`src/rtl/morse_pkg.sv`:
```
// Shared definitions for the Morse pattern player: symbol encodings,
// controller states and the unit counts used for marks and spaces.
package morse_pkg;

   // Two-bit symbol code carried in the pattern, MSB pair first.
   typedef enum logic [1:0] {
      SYM_GAP   = 2'b00,
      SYM_SHORT = 2'b01,
      SYM_LONG  = 2'b10,
      SYM_END   = 2'b11
   } sym_e;

   typedef enum logic [2:0] {
      ST_IDLE  = 3'd0,
      ST_FETCH = 3'd1,
      ST_MARK  = 3'd2,
      ST_SPACE = 3'd3,
      ST_FIN   = 3'd4
   } state_e;

   // Interval lengths in Morse units.
   localparam int                 UNITS_W     = 2;
   localparam logic [UNITS_W-1:0] UNITS_ONE   = 2'd1;
   localparam logic [UNITS_W-1:0] UNITS_THREE = 2'd3;

endpackage

```
`src/rtl/unit_timer.sv`:
```
// Unit prescaler: counts 'units' Morse units of 'period' cycles each and
// pulses 'expire' on the last cycle of the interval. Counters restart on
// expiry so back-to-back intervals need no extra clear cycle.
module unit_timer
   import morse_pkg::*;
#(
   parameter int CNT_W = 25
) (
   input  logic               clk,
   input  logic               reset,
   input  logic               clear,
   input  logic [CNT_W-1:0]   period,
   input  logic [UNITS_W-1:0] units,
   output logic               expire
);

   localparam logic [CNT_W-1:0] CNT_ONE = CNT_W'(1);

   logic [CNT_W-1:0]   cnt_q, cnt_d;
   logic [UNITS_W-1:0] unit_q, unit_d;
   logic               unit_end;

   // Detect the last cycle of a unit and the last unit of the interval.
   always_comb begin
      unit_end = (cnt_q == period - CNT_ONE);
      expire   = !clear && unit_end && (unit_q == units - UNITS_ONE);
   end

   // Advance the cycle and unit counters, restarting on clear or expiry.
   always_comb begin
      cnt_d  = cnt_q + CNT_ONE;
      unit_d = unit_q;
      if (clear || expire) begin
         cnt_d  = '0;
         unit_d = '0;
      end else if (unit_end) begin
         cnt_d  = '0;
         unit_d = unit_q + UNITS_ONE;
      end
   end

   // Counter registers.
   always_ff @(posedge clk or posedge reset) begin
      if (reset) begin
         cnt_q  <= '0;
         unit_q <= '0;
      end else begin
         cnt_q  <= cnt_d;
         unit_q <= unit_d;
      end
   end

endmodule

```
`src/rtl/morse_player.sv`:
```
// Morse pattern player: latches a string of 2-bit symbols and plays it out
// as timed marks and spaces, one symbol fetched per FETCH cycle.
module morse_player
   import morse_pkg::*;
#(
   parameter int PAT_W = 16,
   parameter int CNT_W = 25
) (
   input  logic             clk,
   input  logic             reset,
   input  logic             start,
   input  logic             abort,
   input  logic [PAT_W-1:0] pattern,
   input  logic [CNT_W-1:0] period,
   output logic             tone,
   output logic             short_o,
   output logic             long_o,
   output logic             busy,
   output logic             done
);

   localparam int                NSYM      = PAT_W / 2;
   localparam int                SCNT_W    = $clog2(NSYM + 1);
   localparam logic [SCNT_W-1:0] SCNT_ONE  = SCNT_W'(1);
   localparam logic [SCNT_W-1:0] SCNT_LAST = SCNT_W'(NSYM);
   localparam logic [CNT_W-1:0]  P_MIN     = CNT_W'(1);

   state_e             state_q, state_d;
   logic [PAT_W-1:0]   pat_q, pat_d;
   logic [CNT_W-1:0]   per_q, per_d;
   sym_e               sym_q, sym_d;
   logic [SCNT_W-1:0]  scnt_q, scnt_d;

   sym_e               top_sym;
   logic               launch;
   logic               timer_clear;
   logic               timer_expire;
   logic [UNITS_W-1:0] timer_units;

   // Decode the pending symbol, the launch condition and the timer setup.
   // The timer only runs in MARK/SPACE; everywhere else it is held clear so
   // each timed state starts from a zero prescaler.
   always_comb begin
      top_sym     = sym_e'(pat_q[PAT_W-1 -: 2]);
      launch      = (state_q == ST_IDLE) && start && !abort;
      timer_clear = !((state_q == ST_MARK) || (state_q == ST_SPACE));
      timer_units = UNITS_ONE;
      if (state_q == ST_MARK) begin
         timer_units = (sym_q == SYM_LONG) ? UNITS_THREE : UNITS_ONE;
      end else if (state_q == ST_SPACE) begin
         // A gap symbol is a word space; after a mark it is the element gap.
         timer_units = (sym_q == SYM_GAP) ? UNITS_THREE : UNITS_ONE;
      end
   end

   unit_timer #(
      .CNT_W (CNT_W)
   ) u_timer (
      .clk    (clk),
      .reset  (reset),
      .clear  (timer_clear),
      .period (per_q),
      .units  (timer_units),
      .expire (timer_expire)
   );

   // State register.
   always_ff @(posedge clk or posedge reset) begin
      if (reset) begin
         state_q <= ST_IDLE;
      end else begin
         state_q <= state_d;
      end
   end

   // Next-state logic; abort outranks every other transition.
   always_comb begin
      state_d = state_q;
      if (abort && (state_q != ST_IDLE)) begin
         state_d = ST_IDLE;
      end else begin
         case (state_q)
            ST_IDLE:  if (launch) state_d = ST_FETCH;
            ST_FETCH: begin
               case (top_sym)
                  SYM_SHORT, SYM_LONG: state_d = ST_MARK;
                  SYM_GAP:             state_d = ST_SPACE;
                  default:             state_d = ST_FIN;
               endcase
            end
            ST_MARK:  if (timer_expire) state_d = ST_SPACE;
            ST_SPACE: begin
               if (timer_expire) begin
                  state_d = (scnt_q == SCNT_LAST) ? ST_FIN : ST_FETCH;
               end
            end
            ST_FIN:   state_d = ST_IDLE;
            default:  state_d = ST_IDLE;
         endcase
      end
   end

   // Latch pattern and period at launch; consume one symbol per FETCH.
   always_comb begin
      pat_d  = pat_q;
      per_d  = per_q;
      sym_d  = sym_q;
      scnt_d = scnt_q;
      if (launch) begin
         pat_d  = pattern;
         per_d  = (period == '0) ? P_MIN : period;
         scnt_d = '0;
      end else if (state_q == ST_FETCH) begin
         pat_d  = pat_q << 2;
         sym_d  = top_sym;
         scnt_d = scnt_q + SCNT_ONE;
      end
   end

   // Playback datapath registers.
   always_ff @(posedge clk or posedge reset) begin
      if (reset) begin
         pat_q  <= '0;
         per_q  <= '0;
         sym_q  <= SYM_GAP;
         scnt_q <= '0;
      end else begin
         pat_q  <= pat_d;
         per_q  <= per_d;
         sym_q  <= sym_d;
         scnt_q <= scnt_d;
      end
   end

   // Outputs decoded purely from registered state.
   always_comb begin
      tone    = (state_q == ST_MARK);
      short_o = (state_q == ST_MARK) && (sym_q == SYM_SHORT);
      long_o  = (state_q == ST_MARK) && (sym_q == SYM_LONG);
      busy    = (state_q != ST_IDLE);
      done    = (state_q == ST_FIN);
   end

endmodule

```
`config.mk`:
```
export PLATFORM = sky130hd
export DESIGN_NAME = morse_player
export DESIGN_NICKNAME = d
export VERILOG_FILES = /design/src/rtl/morse_pkg.sv /design/src/rtl/unit_timer.sv /design/src/rtl/morse_player.sv
export SDC_FILE = /design/constraint.sdc
export NUM_CORES = 1
export LEC_CHECK = 0
export BUFFER_PORTS_ARGS = -buffer_cell sky130_fd_sc_hd__buf_2
export CELL_PAD_IN_SITES_DETAIL_PLACEMENT = 1
export CELL_PAD_IN_SITES_GLOBAL_PLACEMENT = 1
export CORE_UTILIZATION = 45
export DETAILED_ROUTE_END_ITERATION = 6
export GPL_TIMING_DRIVEN = 0
export HOLD_SLACK_MARGIN = 0.03
export MAX_ROUTING_LAYER = met4
export PLACE_DENSITY = 0.81
export SETUP_SLACK_MARGIN = 0.15
export SLEW_MARGIN = 15
export SYNTH_ARGS = -nofsm -noshare
export SYNTH_HDL_FRONTEND = slang
export SYNTH_SLANG_ARGS = --single-unit
```
`constraint.sdc`:
```
create_clock -name clk -period 2.9 [get_ports clk]
set_input_delay 0.725 -clock clk [delete_from_list [all_inputs] [get_ports clk]]
set_output_delay 0.725 -clock clk [all_outputs]
set_load 0.005 [all_outputs]
```
==> Yosys cells after proc, flatten, opt, wreduce, memory -nomap -nowiden <==
Index checks and enable logic that the tools add are counted.
{ "op_classes": {"add_sub_neg": 5, "mux": 20, "n_eq_ne": 14, "n_reduce_logical": 21, "bitwise": 1} }
{ "ops": {"columns": ["cell", "count"], "rows": [
  ["$mux W25", 3],
  ["$mux W16", 2],
  ["$add A25 B1 Y25 const B", 1],
  ["$eq A25 B25 Y1", 1],
  ["$logic_not A25 Y1", 1],
  ["$sub A25 B1 Y25 const B", 1],
  ["$mux W3", 5],
  ["$mux W2", 6],
  ["$pmux W3 S4", 1],
  ["$mux W4", 2],
  ["$logic_and A1 B1 Y1", 7],
  ["$eq A3 B2 Y1 const B", 2],
  ["$ne A3 B1 Y1 const B", 2],
  ["$pmux W3 S2", 1],
  ["$add A4 B1 Y4 const B", 1],
  ["$eq A2 B1 Y1 const B", 2],
  ["$eq A2 B2 Y1 const B", 2],
  ["$eq A4 B4 Y1 const B", 1],
  ["$logic_not A2 Y1", 2],
  ["$reduce_bool A2 Y1", 2],
  ["$eq A3 B1 Y1 const B", 1],
  ["$eq A3 B3 Y1 const B", 1],
  ["$logic_not A3 Y1", 1],
  ["$ne A3 B2 Y1 const B", 1],
  ["other kinds (10)", 12]
]} }
{ "totals": {"out_inout_bits": 5, "ff_bits": 77, "wordCells": 68} }

==> Depth between registers and ports, before layout <==
Gate-level depths: netlist (run 1).
{ "logic_depth": {"ltp_word": 10, "mapped_depth": 13, "mapped_depth_nobuf": 10} }

==> Hierarchy <==
Synthesis (run 1) repeated with hierarchy kept, for this count alone.
{ "hier_totals": {"cells_unflattened": 522, "area_unflattened_um2": 4579.4} }
{ "modules_own_cells": {"columns": ["module", "instances", "seq_area_each_um2", "cells_per_inst", "area_per_inst_um2"], "rows": [
  ["unit_timer", 1, 675.6, 274, 2317.2],
  ["morse_player", 1, 1251.2, 248, 2262.2]
]} }

==> Worst setup path after synthesis (run 1) <==
No wires, ideal clock.
{ "synth_path": {"kind": "flip-flop to flip-flop", "from": "reg per_q[0]", "to": "reg u_timer.cnt_q[17]", "stages_incl_launch_ff": 14, "setup_slack_ns": 0.225, "period_less_slack_ns": 2.675, "required_time_ns": 2.781, "n_path_buf": 3, "arrival_ns": 2.556, "path_cell_list": "dfrtp_1 > inv_1 > ha_1 > nor3b_1 > buf_4 > and3_1 > a31oi_1 > nor4_2 > nand4_1 > nor4_4 > or2_1 > buf_6 > buf_12 > nor2_2"} }
{ "synth_between": {"elab_chain_cells": 6, "elab_cells_between_ends": 7} }
{ "synth_lines": {"columns": ["element", "line", "source"], "rows": [
  ["start, declared", "morse_player.sv:30", "logic [CNT_W-1:0] per_q, per_d;"],
  ["start signal, assigned", "morse_player.sv:129", "per_q <= per_d;"],
  ["$sub A25 B1 Y25 *", "unit_timer.sv:25", "unit_end = (cnt_q == period - CNT_ONE);"],
  ["$eq A25 B25 Y1 *", "unit_timer.sv:25", null],
  ["$logic_and A1 B1 Y1 (2 in a row)", "unit_timer.sv:26", "expire = !clear && unit_end && (unit_q == units - UNITS_ONE);"],
  ["$logic_or A1 B1 Y1", "unit_timer.sv:33", "if (clear || expire) begin"],
  ["$mux W25 *", "unit_timer.sv:33", null],
  ["named net u_timer.cnt_d[17]", "unit_timer.sv:19", "logic [CNT_W-1:0] cnt_q, cnt_d;"],
  ["end signal, assigned", "unit_timer.sv:48", "cnt_q <= cnt_d;"],
  ["end, declared", "unit_timer.sv:19", null]
]} }
The timed path passes the listed nets; every way through them passes the cells marked *.
A chain may end at the register's enable or synchronous reset.

==> Final worst setup path (run 1) <==
{ "layout_path": {"from": "reg per_q[1]", "to": "reg u_timer.cnt_q[16]"} }
Same word-level chain as after synthesis.

==> results.md, run 1 <==
Status:
- The flow ran to the end, but the final reports show violations.
- The checks that failed: setup timing.

Worst setup path:
- The cell with the largest stage delay on the worst path is sky130_fd_sc_hd__or4_4.
- The largest single stage delay on the critical path is between 500 and 600 ps.
- STA puts the critical path data required time at ~3200 ps.
- The worst setup path startpoint is per_q[1].
- The setup path with the least slack is of type reg -> reg.
- Along the worst path, the maximum fanout reaches 6.
- The kind of cell with the highest combined delay on the critical path is simple AND/OR/NAND/NOR gates.
- At the worst endpoint, the arrival time is around 3200 ps.
- Counting stages on the worst path, the most repeated cell is sky130_fd_sc_hd__buf_6.
- The startpoint of the worst-slack reg-to-reg timing path is per_q[1].
- The number of buffer and inverter instances along the worst setup path is 4.
- The sort of element at the start of the critical path is a flip-flop.
- STA classifies the critical path endpoint as a flip-flop.
- Walking the worst path, the cells encountered are buf_4 > or4_4 > nor3b_1 > o21ai_0 > a32oi_1 > o21ai_1 > nor4_4 > buf_6 > or2_1 > buf_6 > clkbuf_16 > nor2_2.

STA:
- Dividing the final minimum period by the clock period gives 101%.
- Setup repair after global routing could not meet its margin everywhere.
- For the pin with the worst max-slew slack, the measured transition is around 720 ps.
- The final worst-path setup slack is -35.5 ps.
- The worst clock skew on the final layout is 18.4 ps.
- The minimum clock period after layout is 2940 ps.
- The relative max-transition margin is around 52%.
- The final hold violation count came to 0.
- Summed over all failing endpoints, the final setup total negative slack is -370 ps.
- The final number of max-transition violations was 0.
- Based on the critical path, the design can be clocked at up to about 0.34 GHz.
- The final setup violation count is 21.

Drt:
- The first detailed-routing pass ran for 4 iterations.
- The final layout contains routed wiring with a total length of 12.4 mm.
- In the final routed layout, each cell accounts on average for approximately 17 um.
- The number of design rule violations left after detail routing is 0.
- The remaining number of nets flagged by the antenna check after routing is 0.
- The count of vias placed by the detailed router is 3992.
- The ratio of routed vias to standard cells is around 5.5.
- The post-route met1 wirelength is ~5.3 mm.
- The topmost layer with routed signal wires is met4.
- The met2 wire length is about 6.3 mm.
- The initial DRC count is around 100.
- The routed length on met3 is 386 um.

Yosys:
- The library cell with the largest summed area after synthesis is sky130_fd_sc_hd__dfrtp_1.
- Dividing the synthesized area by the synthesized cell count gives around 9 um2.
- By area the synthesized netlist is led by sky130_fd_sc_hd__dfrtp_1 43%, sky130_fd_sc_hd__nand2_1 11%, sky130_fd_sc_hd__xnor2_1 6.3%, sky130_fd_sc_hd__xor2_1 5.7%, sky130_fd_sc_hd__nor2_1 3.1%.
- The number of distinct library cell variants in the gate-level netlist after synthesis is 59.
- The number of warning messages in the yosys log is 0.
- The number of register bits inferred by synthesis is 77.
- The share of the synthesized area in the top cell type is a little over two fifths.
- The cell with the most instances after synthesis is sky130_fd_sc_hd__nand2_1.
- The portion of the post-synthesis area used by sequential elements is 43.1%.
- The cell area after technology mapping is 4470 um2.
- The dominant synthesized flop cell is sky130_fd_sc_hd__dfrtp_1.
- Counting every net in the synthesized netlist gives ~560.
- In this run, synthesis inferred 0 flip-flops with an integrated enable.
- The share of flip-flops with an asynchronous set or reset after synthesis is 100%.
- Sorting the synthesized cells by how often they occur yields 127 x sky130_fd_sc_hd__nand2_1, 77 x sky130_fd_sc_hd__dfrtp_1, 37 x sky130_fd_sc_hd__nor2_1, 32 x sky130_fd_sc_hd__xnor2_1, 29 x sky130_fd_sc_hd__xor2_1.
- Counting every instance in the synthesized netlist gives around 500.

GRT:
- The via count of the first global-routing pass was 4040.
- The first global-routing pass estimated 20.1 mm of wire.
- Entering global routing, the biggest net connects 55 pins.
- Global routing consumed, over all layers together, between 20% and 30% of the routing resources.
- The number of antenna violations at the first check in global routing was 0.
- The sum of overflow across all layers after global routing is 0.

Clock network:
- Counting along the longest clock path gives a buffer depth of 2.
- The total number of H-tree levels is 3.
- The CTS tree is yes.
- The buffer type at the clock tree root is sky130_fd_sc_hd__clkbuf_8.
- The clock drives a little under 80 sinks.
- The clock transition at the registers of the reported paths is roughly 90 ps.
- Clock latency on the worst-skew pair, taken at its later pin, is 370 ps.
- In this run, CTS created clock tree buffers numbering 9.

Floorplanning:
- Pin placement for this block handled 50 I/O pins.
- The effective utilization at floorplan is about 46%.
- The die covers just over 10000 um2.
- In this run the standard cell core region covers 9680 um2.
- In this run the horizontal extent of the chip is between 100 and 150 um.
- The number of standard-cell rows in the floorplan is 36.
- Measured along the y axis, the die boundary spans 102 um.

Cells and area:
- Compared with the post-synthesis result, the final layout area differs by 21.4%.
- The share of layout cells above drive strength 1 is a little under a quarter.
- The number of antenna repair diodes is 0.
- The final net count is ~640.

Placed design:
- The count of buffers inserted at the top-level ports is between 40 and 50.
- The congestion estimate from routability-driven global placement came to ~0.85.
- The final HPWL from detailed placement is between 8 and 9 mm.

Worst hold path:
- In this run the worst hold path is classified as in -> async.

Power and ir drop:
- The largest voltage drop on the vdd net is between 0.0004 and 0.0005 V.
- The completed layout was analyzed and its total power is 5.03 mW.
- The part of the total power dissipated in sequential elements is 36.6%.
- The switching power summed over all nets is 2.18 mW.
- The switching share of total power is between 40% and 50%.
- The cell area power density is just over 900 nW/um2.
- The share of total power dissipated in combinational logic is between 40 and 50%.
- The leakage power is 2.46 nW.
- The share of total power dissipated in the clock network is between 10% and 20%.
- Internal power comes to 2.86 mW.

Run:
- Across the run, the number of max-cap violations was 0.
[cell type report]
type	count	area [um2]
plain buffers	23	144
repair buffers	73	474
clock inverters	5	61.3
clock buffers	10	138
multi-input cells	398	2470
well taps	133	166
inverters	10	40.0
fillers	1175	4260
flip-flops and latches	77	1930
[cell families after synthesis]
logic type      share of synthesized area [%]
mux                                     0.224
buf+inv                                  3.98
compound gates                           7.73
xor+xnor                                 12.0
simple gates                             31.9
flops                                    43.1
fa+ha+maj                                1.12
[sequential cells by signal, summed over array words and instances (netlist names)]
register,flops
per_q,25
state_q,3
u_timer.unit_q,2
u_timer.cnt_q,25
scnt_q,4
pat_q,16
sym_q,2
[final timing paths]
kind / cells past startpoint / end / slack (ps)
setup / recovery: 12 / u_timer.cnt_q[16] / -40
hold / removal: 2 / u_timer.unit_q[0] / 320
setup reg to reg: 12 / u_timer.cnt_q[16] / -40
hold reg to reg: 2 / pat_q[9] / 480
max in group asynchronous: 3 / per_q[0] / 1990
min in group clk: 2 / pat_q[9] / 480
[power by group through the flow]
| stage | Sequential, mW | Clock, mW | Combinational (mW) |
|---|---|---|---|
| 6_report | 1.84 | 0.845 | 2.35 |
| 2_1_floorplan | 1.71 | 0 | 1.55 |
| 4_1_cts | 1.83 | 0.858 | 2.15 |
| 5_1_grt | 1.89 | 0.895 | 2.60 |
| 3_3_place_gp | 1.82 | 0 | 1.89 |
| 3_5_place_dp | 1.83 | 0 | 1.98 |
[cells in the final DEF, fill, tap and decap left out, drive strengths merged, types with 2 or more instances in the layout]
| cell type | Yosys | layout |
|---|---|---|
| ha | 4 | 4 |
| nor4bb | 2 | 2 |
| a311oi | 2 | 2 |
| buf | 10 | 81 |
| xnor2 | 32 | 32 |
| clkbuf | 13 | 24 |
| nand2 | 127 | 127 |
| dfrtp | 77 | 77 |
| and3 | 12 | 12 |
| o31ai | 2 | 2 |
| nor2 | 47 | 47 |
| a31oi | 2 | 2 |
| nand4 | 15 | 15 |
| clkinv | 0 | 4 |
| nor2b | 3 | 3 |
| nand3 | 21 | 21 |
| or4 | 2 | 2 |
| or3 | 3 | 3 |
| a22oi | 14 | 14 |
| nand3b | 2 | 2 |
| and4 | 3 | 3 |
| o21ai | 14 | 14 |
| or2 | 2 | 2 |
| nor4b | 3 | 3 |
| a21oi | 7 | 7 |
| nor3 | 17 | 17 |
| nor3b | 3 | 3 |
| xor2 | 29 | 29 |
| nand2b | 3 | 3 |
| nor4 | 13 | 13 |
| inv | 10 | 10 |
[routing by layer]
metal / vias to the layer above / GRT usage, %
met2: 81 / 43.7
met1: 1976 / 32.3
met3: 26 / 3.45
met4: 0 / 12.0
met5: - / -
li1: 1909 / -
[worst register-to-register path, delay by kind of cell (launching register included)]
kind | cells | cell delay (ps)
AO/OA/AOI/OAI | 3 | 530
buffers and inverters | 4 | 620
flip-flops | 1 | 420
AND/OR/NAND/NOR | 5 | 1260
[stage by stage]
| stage | std cells | hold slack (ps) | instance area, um2 | util, % | worst slack (ps) |
|---|---|---|---|---|---|
| finish | 729 | 321 | 5420 | 56.0 | -35.5 |
| floorplan | 508 | 447 | 4470 | - | 208 |
| global placement | 690 | 460 | 4880 | 50.4 | -753 |
| CTS | 716 | 321 | 5250 | 54.2 | 142 |
| global route | 729 | 344 | 5420 | 56.0 | -177 |
| detailed placement | 691 | 468 | 4910 | 50.7 | -334 |
[what timing repair did]
item	in CTS	in global routing
endpoints found under the setup margin	30	30
hold endpoints to repair	0	0
hold buffers	0	0
resized for setup	18	12
gates cloned	1	1
setup buffers	9	12
pin swaps	10	15
Note: power is estimated with default switching activity, not from simulation.
==> run 2: changes to the inputs <==
--- a/config.mk
+++ b/config.mk
@@ -15,6 +15,7 @@
 export MAX_ROUTING_LAYER = met4
 export PLACE_DENSITY = 0.81
 export SETUP_SLACK_MARGIN = 0.15
+export SKIP_CTS_REPAIR_TIMING = 1
 export SLEW_MARGIN = 15
 export SYNTH_ARGS = -nofsm -noshare
 export SYNTH_HDL_FRONTEND = slang
==> run 2 against run 1 <==
Against the previous run:
- sequential share of layout area grew 0.94 points
- highest routed layer unchanged
- final cell count shrank 1.2%
- first-iteration DRC count grew 38%
- critical path depth grew 1
- register-to-register slack is essentially flat
- the run still ends with setup timing left
- via count shrank 2.0%
- combinational power shrank 6%
- largest cell class unchanged
- clock power grew 0.5%
- clock-buffer cell count is the same
==> results.md, run 2 (synthesis gave the netlist of run 1 again) <==
STA:
- The final worst-path setup slack was -26.1 ps (+9.38 ps).
- The transition at the pin with the smallest max-transition slack is 708 ps (-11.1 ps).
- The fraction of the cycle the final worst path needs was 101% (-0.32 points).
- The total negative slack came to -47.5 ps (+323 ps).
- The relative max-transition margin is 52.4% (+0.75 points).
- The maximum clock rate is 0.342 GHz (+0.32%).
- Setup repair after global routing could not meet its margin everywhere.
- The final setup violation count is 12 (-43%).
- The final hold violation count is 0 (unchanged).
- The final number of max-transition violations is 0 (unchanged).
- The minimum clock period after layout is 2930 ps (-9.38 ps).
- The worst clock skew on the final layout came to 17.6 ps (-0.786 ps).

Placed design:
- The placed standard-cell area is 4910 um2 (unchanged).
- The worst slack at placement came to -334 ps (unchanged).
- The count of buffers inserted at the top-level ports came to 49 (unchanged).
- The last weighted congestion value of the routability-driven placer was 0.845 (unchanged).
- The final HPWL from detailed placement was 8.54 mm (unchanged).

GRT:
- The via count of the first global-routing pass came to 3908 (-3.3%).
- The largest net degree at the start of global routing is 55 (unchanged).
- The aggregate global-route resource usage is 24.8% (-1.6 points).
- The sum of overflow across all layers after global routing is 0 (unchanged).
- The global-route wire length before repair is 18.9 mm (-5.9%).
- The number of antenna violations at the first check in global routing is 0 (unchanged).

Cells and area:
- The final-layout fill cell count is 1177 (+0.17%).
- The final net count is 632 (-1.4%).
- The final core utilization was 54.5% (-1.5 points).
- The post-layout instance area is 5280 um2 (-2.7%).
- The leading cell type in the layout, fill and taps excluded is sky130_fd_sc_hd__nand2_1.
- The number of antenna repair diodes was 0 (unchanged).
- In the final layout, the registers with the most flip-flops are per_q: 25 flops, u_timer.cnt_q: 25 flops, pat_q: 16 flops.
- In the layout the commonest cells are 127 x sky130_fd_sc_hd__nand2_1, 75 x sky130_fd_sc_hd__dfrtp_1, 53 x sky130_fd_sc_hd__buf_2.
- The area growth from synthesis to final layout is 18.1%.
- The share of layout cells above drive strength 1 is 21.6% (-1.7 points).

Worst setup path:
- The largest fanout on the critical path is 6 (unchanged).
- The biggest cell delay along the critical path is 460 ps (-110 ps).
- Among all stages on the critical path, the largest delay is contributed by sky130_fd_sc_hd__dfrtp_2.
- The required time reported for the critical path endpoint came to 3160 ps (about the same).
- The sort of element at the start of the critical path is a flip-flop.
- The cell with the most instances on the worst path is sky130_fd_sc_hd__nand4_1.
- The category of the worst setup path capture point is a flip-flop.
- The type of the worst setup path is reg -> reg.
- The data arrival at the endpoint of the critical path was 3190 ps (about the same).
- The worst setup path startpoint is per_q[0].
- On the critical path the largest part of the delay comes from simple AND/OR/NAND/NOR gates.
- The critical path goes through inv_2 > ha_4 > nor3b_4 > buf_6 > nand4_1 > nor3_2 > xnor2_1 > nand4_1 > nor4_4 > buf_6 > buf_4 > nand4_1 > a31o_2.
- The worst register-to-register path begins at per_q[0].
- The number of buffer and inverter instances along the worst setup path is 4 (unchanged).

Drt:
- The number of search-and-repair iterations in the first detailed-routing pass is 4 (unchanged).
- The overall routed net length is 12.0 mm (-2.9%).
- The per-cell routed wire length is 16.7 um (-1.7%).
- The number of design rule violations left after detail routing came to 0 (unchanged).
- The remaining number of nets flagged by the antenna check after routing was 0 (unchanged).
- The ratio of routed vias to standard cells is 5.43 (-0.80%).
- The initial DRC count is 143 (+38%).
- The count of vias placed by the detailed router came to 3911 (-2.0%).

Power and ir drop:
- The largest voltage drop on the vdd net is 0.000507 V (+1.4%).
- The cell area power density is 929 nW/um2 (about the same).
- The leakage power is 2.40 nW (-2.2%).

Status:
- The run finished, with violations left.
- The final reports fail on setup timing.

Clock network:
- The buffer type at the clock tree root is sky130_fd_sc_hd__clkbuf_8.
- The TritonCTS buffer count was 9 (unchanged).
- The total number of H-tree levels came to 3 (unchanged).
- The worst-skew pair later-pin latency was 370 ps (about the same).
- The clock transition at the registers of the reported paths was 90 ps (about the same).
- The CTS tree is yes.
- The number of buffers on the longest clock path was 2 (unchanged).
- The sink count of the clock tree is 77 (unchanged).

Worst hold path:
- The class of the tightest hold or removal check is in -> async.

Run:
- The reported max-cap violation count is 0 (unchanged).

Floorplanning:
- The effective utilization at floorplan is 46.1% (unchanged).
- The area of the die was 10300 um2 (unchanged).
- The number of standard-cell rows in the floorplan was 36 (unchanged).
- The number of I/O pins was 50 (unchanged).
- The chip width is 102 um (unchanged).
- The core region area is 9680 um2 (unchanged).
- The vertical die dimension is 102 um (unchanged).
-- run 2: metrics by stage --
step	total power [mW]	hold slack, ps	cells
global route	5.25	344	720
finish	4.90	321	720
global placement	3.71	460	690
CTS	4.67	321	706
floorplan	3.26	447	508
detailed placement	3.81	468	691
-- run 2: final cells by class --
class	count	area [um2]	share of cell area (%)
Tap cell	133	166	3.15
Clock buffer	10	138	2.61
Inverter	10	40.0	0.759
Timing Repair Buffer	64	383	7.26
Clock inverter	5	61.3	1.16
Sequential cell	77	1930	36.6
Buffer	23	144	2.73
Multi-Input combinational cell	398	2410	45.8
-- run 2: path summary, 6_finish.rpt --
path	end	slack [ps]	depth (start not counted)
setup / recovery	state_q[1]	-30	13
hold / removal	u_timer.unit_q[0]	320	2
setup reg to reg	state_q[1]	-30	13
hold reg to reg	pat_q[9]	480	2
max in group asynchronous	u_timer.cnt_q[7]	1990	3
min in group clk	pat_q[9]	480	2
-- run 2: power by group --
group          switching, mW  total (mW)  internal, mW  leakage [nW]
Sequential             0.432        1.84          1.41          1.01
Clock                  0.430       0.849         0.420         0.102
Combinational           1.26        2.21         0.955          1.29
-- run 2: layer usage --
layer	part of all wire [%]	global-route usage, %	wire length [um]	vias up
met2	52	40.4	6210	56
li1	-	-	-	1888
met5	0	-	0	-
met4	1.5	10.9	184	0
met3	2.9	4.83	354	22
met1	44	29.9	5280	1945
